**src/rtl/pit_request_arbiter_pkg.sv**
```systemverilog
// Shared definitions for the PIT request arbiter:
// FSM states, result status codes and source ids.
package pit_request_arbiter_pkg;

    typedef enum logic [1:0] {
        ST_IDLE,
        ST_ISSUE,
        ST_WAIT,
        ST_RESP
    } state_t;

    localparam logic [2:0] STS_OK  = 3'b000;
    localparam logic [2:0] STS_DUP = 3'b010;
    localparam logic [2:0] STS_REJ = 3'b011;
    localparam logic [2:0] STS_TMO = 3'b100;

    localparam logic SRC_INT = 1'b0;
    localparam logic SRC_DAT = 1'b1;

endpackage

```
**src/rtl/pit_request_arbiter_slot.sv**
```systemverilog
// Single-entry request holding register.
// Ready is purely registered: no valid->ready path.
module pit_request_arbiter_slot #(
    parameter int W = 8
) (
    input  logic         clk,
    input  logic         rst,
    input  logic         i_valid,
    input  logic [W-1:0] i_data,
    input  logic         i_free,
    output logic         o_ready,
    output logic         o_full,
    output logic [W-1:0] o_data
);

    logic         r_full;
    logic [W-1:0] r_data;

    // capture when empty, release on result handshake
    always_ff @(posedge clk) begin
        if (rst) begin
            r_full <= 1'b0;
            r_data <= '0;
        end else if (i_free) begin
            r_full <= 1'b0;
        end else if (i_valid && !r_full) begin
            r_full <= 1'b1;
            r_data <= i_data;
        end
    end

    assign o_ready = !r_full;
    assign o_full  = r_full;
    assign o_data  = r_data;

endmodule

```
**src/rtl/pit_request_arbiter.sv**
```systemverilog
// Round-robin arbiter between interest and data sources
// issuing one PIT lookup at a time with timeout.
module pit_request_arbiter
    import pit_request_arbiter_pkg::*;
#(
    parameter int PREFIX_W = 64,
    parameter int TIMEOUT  = 16,
    parameter int CNT_W    = 5
) (
    input  logic                clk,
    input  logic                rst,
    input  logic                int_valid,
    input  logic [PREFIX_W-1:0] int_prefix,
    input  logic [5:0]          int_length,
    output logic                int_ready,
    input  logic                dat_valid,
    input  logic [PREFIX_W-1:0] dat_prefix,
    input  logic [7:0]          dat_meta,
    output logic                dat_ready,
    output logic [PREFIX_W-1:0] prefix,
    output logic [5:0]          length,
    output logic                out_bit,
    output logic [PREFIX_W-1:0] pit_out_prefix,
    output logic [7:0]          pit_out_metadata,
    output logic                prefix_ready,
    input  logic                pit_in_bit,
    input  logic                rejected,
    input  logic                data_packet,
    input  logic [10:0]         table_entry,
    output logic                res_valid,
    input  logic                res_ready,
    output logic                res_src,
    output logic [2:0]          res_status,
    output logic [10:0]         res_entry
);

    localparam int INT_W = PREFIX_W + 6;
    localparam int DAT_W = PREFIX_W + 8;
    localparam logic [CNT_W-1:0] CNT_LAST = CNT_W'(TIMEOUT - 1);

    state_t r_state;
    state_t w_next;

    logic                r_rr_last;
    logic                r_gnt;
    logic [PREFIX_W-1:0] r_prefix;
    logic [5:0]          r_length;
    logic                r_out_bit;
    logic [PREFIX_W-1:0] r_pit_out_prefix;
    logic [7:0]          r_pit_out_metadata;
    logic                r_prefix_ready;
    logic                r_prev_pib;
    logic                r_prev_rej;
    logic [CNT_W-1:0]    r_cnt;
    logic                r_res_valid;
    logic                r_res_src;
    logic [2:0]          r_res_status;
    logic [10:0]         r_res_entry;

    logic             w_int_full;
    logic             w_dat_full;
    logic [INT_W-1:0] w_int_data;
    logic [DAT_W-1:0] w_dat_data;
    logic             w_any;
    logic             w_gnt;
    logic             w_pib_edge;
    logic             w_rej_edge;
    logic             w_tmo;
    logic             w_done;
    logic             w_hs;
    logic [2:0]       w_status;
    logic [10:0]      w_entry;

    assign w_hs = r_res_valid && res_ready;

    pit_request_arbiter_slot #(.W(INT_W)) u_int_slot (
        .clk     (clk),
        .rst     (rst),
        .i_valid (int_valid),
        .i_data  ({int_prefix, int_length}),
        .i_free  (w_hs && (r_res_src == SRC_INT)),
        .o_ready (int_ready),
        .o_full  (w_int_full),
        .o_data  (w_int_data)
    );

    pit_request_arbiter_slot #(.W(DAT_W)) u_dat_slot (
        .clk     (clk),
        .rst     (rst),
        .i_valid (dat_valid),
        .i_data  ({dat_prefix, dat_meta}),
        .i_free  (w_hs && (r_res_src == SRC_DAT)),
        .o_ready (dat_ready),
        .o_full  (w_dat_full),
        .o_data  (w_dat_data)
    );

    assign w_any      = w_int_full || w_dat_full;
    assign w_gnt      = (w_int_full && w_dat_full) ? !r_rr_last
                                                   : w_dat_full;
    assign w_pib_edge = pit_in_bit && !r_prev_pib;
    assign w_rej_edge = rejected && !r_prev_rej
                        && (r_gnt == SRC_DAT);
    assign w_tmo      = (r_cnt == CNT_LAST);
    assign w_done     = w_pib_edge || w_rej_edge || w_tmo;

    // state register
    always_ff @(posedge clk) begin
        if (rst) r_state <= ST_IDLE;
        else     r_state <= w_next;
    end

    // next state and response classification
    always_comb begin
        w_next   = r_state;
        w_status = STS_TMO;
        w_entry  = '0;
        unique case (r_state)
            ST_IDLE:  if (w_any)     w_next = ST_ISSUE;
            ST_ISSUE:                w_next = ST_WAIT;
            ST_WAIT:  if (w_done)    w_next = ST_RESP;
            ST_RESP:  if (res_ready) w_next = ST_IDLE;
        endcase
        if (w_pib_edge) begin
            w_status = data_packet ? STS_DUP : STS_OK;
            w_entry  = table_entry;
        end else if (w_rej_edge) begin
            w_status = STS_REJ;
        end
    end

    // PIT bus, request levels, timer and result registers
    always_ff @(posedge clk) begin
        if (rst) begin
            r_rr_last          <= SRC_DAT;
            r_gnt              <= SRC_INT;
            r_prefix           <= '0;
            r_length           <= '0;
            r_out_bit          <= 1'b0;
            r_pit_out_prefix   <= '0;
            r_pit_out_metadata <= '0;
            r_prefix_ready     <= 1'b0;
            r_prev_pib         <= 1'b0;
            r_prev_rej         <= 1'b0;
            r_cnt              <= '0;
            r_res_valid        <= 1'b0;
            r_res_src          <= 1'b0;
            r_res_status       <= '0;
            r_res_entry        <= '0;
        end else begin
            unique case (r_state)
                ST_IDLE: begin
                    if (w_any) begin
                        r_gnt <= w_gnt;
                        if (w_gnt == SRC_DAT) begin
                            r_pit_out_prefix   <= w_dat_data[DAT_W-1:8];
                            r_pit_out_metadata <= w_dat_data[7:0];
                            r_prefix_ready     <= 1'b1;
                        end else begin
                            r_prefix  <= w_int_data[INT_W-1:6];
                            r_length  <= w_int_data[5:0];
                            r_out_bit <= 1'b1;
                        end
                    end
                end
                ST_ISSUE: begin
                    r_prev_pib <= pit_in_bit;
                    r_prev_rej <= rejected;
                    r_cnt      <= '0;
                end
                ST_WAIT: begin
                    if (w_done) begin
                        r_out_bit      <= 1'b0;
                        r_prefix_ready <= 1'b0;
                        r_rr_last      <= r_gnt;
                        r_res_valid    <= 1'b1;
                        r_res_src      <= r_gnt;
                        r_res_status   <= w_status;
                        r_res_entry    <= w_entry;
                    end else if (r_cnt != '1) begin
                        r_cnt <= r_cnt + 1'b1;
                    end
                end
                ST_RESP: begin
                    if (res_ready) r_res_valid <= 1'b0;
                end
            endcase
        end
    end

    assign prefix           = r_prefix;
    assign length           = r_length;
    assign out_bit          = r_out_bit;
    assign pit_out_prefix   = r_pit_out_prefix;
    assign pit_out_metadata = r_pit_out_metadata;
    assign prefix_ready     = r_prefix_ready;
    assign res_valid        = r_res_valid;
    assign res_src          = r_res_src;
    assign res_status       = r_res_status;
    assign res_entry        = r_res_entry;

endmodule

```
**config.mk**
```make
export PLATFORM = sky130hd
export DESIGN_NAME = pit_request_arbiter
export DESIGN_NICKNAME = d
export VERILOG_FILES = /design/src/rtl/pit_request_arbiter_pkg.sv /design/src/rtl/pit_request_arbiter_slot.sv /design/src/rtl/pit_request_arbiter.sv
export SDC_FILE = /design/constraint.sdc
export NUM_CORES = 1
export LEC_CHECK = 0
export CAP_MARGIN = 30
export CORE_MARGIN = 10
export CORE_UTILIZATION = 43
export DETAILED_ROUTE_END_ITERATION = 7
export MAX_ROUTING_LAYER = met4
export PLACE_DENSITY = 0.77
export SLEW_MARGIN = 20
export SYNTH_ARGS = -nofsm -noshare
export SYNTH_HDL_FRONTEND = slang
export SYNTH_SLANG_ARGS = --single-unit
export TNS_END_PERCENT = 10
```
**constraint.sdc**
```tcl
create_clock -name clk -period 1.7 [get_ports clk]
set_input_delay 0.34 -clock clk [delete_from_list [all_inputs] [get_ports clk]]
set_output_delay 0.34 -clock clk [all_outputs]
set_load 0.05 [all_outputs]
```
==> impl_metrics.py <==
metrics = {
    "power": {
        "power.density_mw_per_mm2": 1200,
        "p_total_mw": 18.9,
        "power.leakage_nw": 6.15,
        "ir_drop_uv": 800,
    },
    "route": {
        "ant_nets": 0,
        "drcViolationCount": 0,
        "drtIter0Drc": 710,
        "firstDrtPassIters": 5,
        "wl_per_cell_um": 16.8,
        "routed_via_density": 5.06,
        "drt-total-wl_um": 34600,
        "vias": 10399,
    },
    "sta": {
        "min_period_ns": 1.73,
        "skew_ns": 0.0147,
        "grt_setup_unrepaired": "yes",
        "setup_violations": 6,
        "slew_violations": 0,
        "timing.final.ws_setup_ns": -0.0281,
        "max_slew.worst_pin.slew_ns": 0.594,
        "max_freq_ghz": 0.579,
        "period_share_pct": 102,
        "hold_viol_final": 0,
        "relSlewSlack_pct": 60.4,
        "tns_ns": -0.100,
    },
    "hold_path": {
        "min_from": "rst",
        "hold_depth": 2,
        "hp-class": "input port to register",
        "min_to": "prefix[28]",
    },
    "clocking": {
        "clkTransAtPathRegs_ns": 0.06,
        "insertion_delay_ns": 0.50,
        "cts_buffer_depth": 3,
        "cts_sinks": 315,
        "cts_buffers": 34,
        "cts_tree": "yes",
        "htreeDepth": 2,
        "clockRootBuffer": "clkbuf_16",
    },
    "floorplan": {
        "io_pins": 323,
        "start_util_pct": 43.9,
        "core_area_mm2": 0.0253,
        "dieArea_mm2": 0.0326,
        "row_count": 58,
        "die_w_um": 181,
        "die_h_um": 181,
    },
    "critical_path": {
        "r2r-end": "r_cnt[0]",
        "cp-start-kind": "register",
        "crit_required_ns": 2.09,
        "reg2reg_slack_ns": -0.03,
        "critPathCaptureType": "register",
        "crit_type": "register to register",
        "crit_fanout": 3,
        "rr_worst_depth": 6,
        "r2r_start": "r_cnt[1]",
        "crit_arrival_ns": 2.11,
    },
    "synthesis": {
        "netlist_instances": 1390,
        "synth_seq_cells": 315,
        "synthFlopType": "dfxtp_1",
        "async_reset_ff_share_pct": 0,
        "synth_edf_count": 0,
        "synth_area_leaders": "dfxtp_1 57%, nand2_1 20%, a21oi_1 13%",
        "synthTopCellsByCount": "581 x nand2_1, 315 x dfxtp_1, 289 x a21oi_1, 64 x clkbuf_1, 27 x buf_2",
        "syn_area_mm2": 0.0111,
        "synth_top_area_share_pct": 56.9,
        "yosys_warnings": 0,
        "yosysMostFrequentCell": "nand2_1",
        "synth.distinct_cells": 42,
        "ys_seq_area_share_pct": 56.9,
        "syn_avg_cell_area_um2": 7.97,
        "synth_largest_area_cell": "dfxtp_1",
        "synth_fp_nets": 1558,
    },
    "cells_and_area": {
        "area_growth_pct": 42.3,
        "nets": 1870,
        "fillers": 2130,
        "layout-drive-gt1-share_pct": 17.1,
    },
    "global_routing": {
        "grt_pass1_vias": 10045,
        "grtUsageTotal_pct": 20.2,
        "antenna_found_initial": 3,
        "grt_pass1_wl_um": 53600,
        "grt_max_degree": 131,
        "grt_overflow_total": 0,
    },
    "placement": {
        "dp_hpwl_um": 23400,
        "globalplace.congestion": 0.828,
        "port_buffers": 322,
    },
    "flow_run": {
        "maxCapViolCount": 0,
    },
    "status": {
        "violations": "setup timing",
        "outcome": "finished, violations left",
    },
}
## worst max-delay path, stage by stage (launching register included)
cell	delay [ns]
dfxtp_2	0.33
ha_4	0.15
and3_4	0.19
ha_2	0.18
or4_4	0.51
a21oi_4	0.16
mux2i_1	0.09
## registers in the layout (all words and copies together) (netlist names), 2 cells and up
| signal | count |
|---|---|
| u_dat_slot.o_data | 72 |
| u_int_slot.o_data | 70 |
| pit_out_prefix | 64 |
| prefix | 64 |
| res_entry | 11 |
| pit_out_metadata | 8 |
| length | 6 |
| r_cnt | 5 |
| res_status | 3 |
| r_state | 2 |
## per-stage QoR
stage | util [%] | hold slack (ns) | instance area, um^2 | worst slack (ns) | instances
after floorplan | - | 0.432 | 11100 | -0.0222 | 1390
after global placement | 57.5 | 0.435 | 14500 | -0.367 | 1992
after detailed placement | 57.5 | 0.442 | 14500 | -0.392 | 1992
after CTS | 62.0 | 0.216 | 15600 | -0.0508 | 2049
after global routing | 62.5 | 0.242 | 15800 | -0.0886 | 2055
final | 62.5 | 0.236 | 15800 | -0.0281 | 2055
## area by class of cell
type	instances	area, um^2	area share (%)
multi-input combinational	965	4460	28.3
timing repair buffer	376	3490	22.1
clock inverter	7	72.6	0.460
inverter	10	37.5	0.238
antenna	3	7.51	0.0476
sequential	315	6310	40.0
clock buffer	49	988	6.27
tap	330	413	2.62
## power breakdown
| group | switching [mW] | leakage [nW] | internal [mW] |
|---|---|---|---|
| Sequential | 0.254 | 2.56 | 7.83 |
| Combinational | 2.31 | 3.07 | 1.45 |
| Clock | 2.86 | 0.515 | 4.19 |
| Total | 5.42 | 6.15 | 13.5 |
## layout by cell type, fill, tap and decap left out, types with 3 or more instances in the layout
master | synthesis | layout
nand2_1 | 581 | 579
clkdlybuf4s50_1 | 0 | 159
clkbuf_1 | 64 | 8
and3_4 | 0 | 4
mux2i_1 | 4 | 4
a31o_4 | 0 | 3
buf_12 | 0 | 17
buf_4 | 0 | 195
dfxtp_1 | 315 | 312
nand3_1 | 9 | 6
and3_2 | 3 | 3
ha_1 | 7 | 3
clkbuf_8 | 0 | 7
and3_1 | 12 | 8
nand3_2 | 0 | 3
nor3_1 | 5 | 5
a21oi_1 | 289 | 289
o21ai_0 | 5 | 4
dfxtp_2 | 0 | 3
o211ai_1 | 3 | 3
inv_1 | 9 | 9
diode_2 | 0 | 3
ha_4 | 0 | 3
clkbuf_16 | 0 | 37
a31o_1 | 8 | 8
nor2_1 | 8 | 7
## how the worst max path moves through the flow
stage | startpoint | endpoint | slack, ns | depth (start not counted)
3_3_place_gp | pit_in_bit | res_src | -0.37 | 6
2_1_floorplan | r_cnt[0] | r_cnt[0] | -0.02 | 6
3_5_place_dp | pit_in_bit | r_state[1] | -0.39 | 5
6_report | r_cnt[1] | r_cnt[0] | -0.03 | 6
4_1_cts | r_cnt[1] | r_cnt[4] | -0.05 | 6
5_1_grt | r_cnt[1] | r_state[1] | -0.09 | 6
## routing by layer
metal | GRT usage (%) | part of all wire (%)
met5 | - | 0
met4 | 5.91 | 2.4
met3 | 7.09 | 9.5
met2 | 31.0 | 45
met1 | 24.6 | 43
## cell families after synthesis
family          after synthesis  share of synthesized area, %
compound gates              324                          15.5
fa+ha+maj                     7                         0.790
buf+inv                     111                          4.21
flops                       315                          56.9
mux                           4                         0.361
simple gates                629                          22.2
## what timing repair did
item / 4_1_cts / 5_1_grt
cloned: 1 / 2
gates resized for setup: 11 / 10
hold endpoints to repair: 0 / 0
pin swaps: 6 / 12
endpoints found under the setup margin: 80 / 95
hold buffers: 0 / 0
setup buffers: 0 / 1
Note: power is estimated with default switching activity, not from simulation.
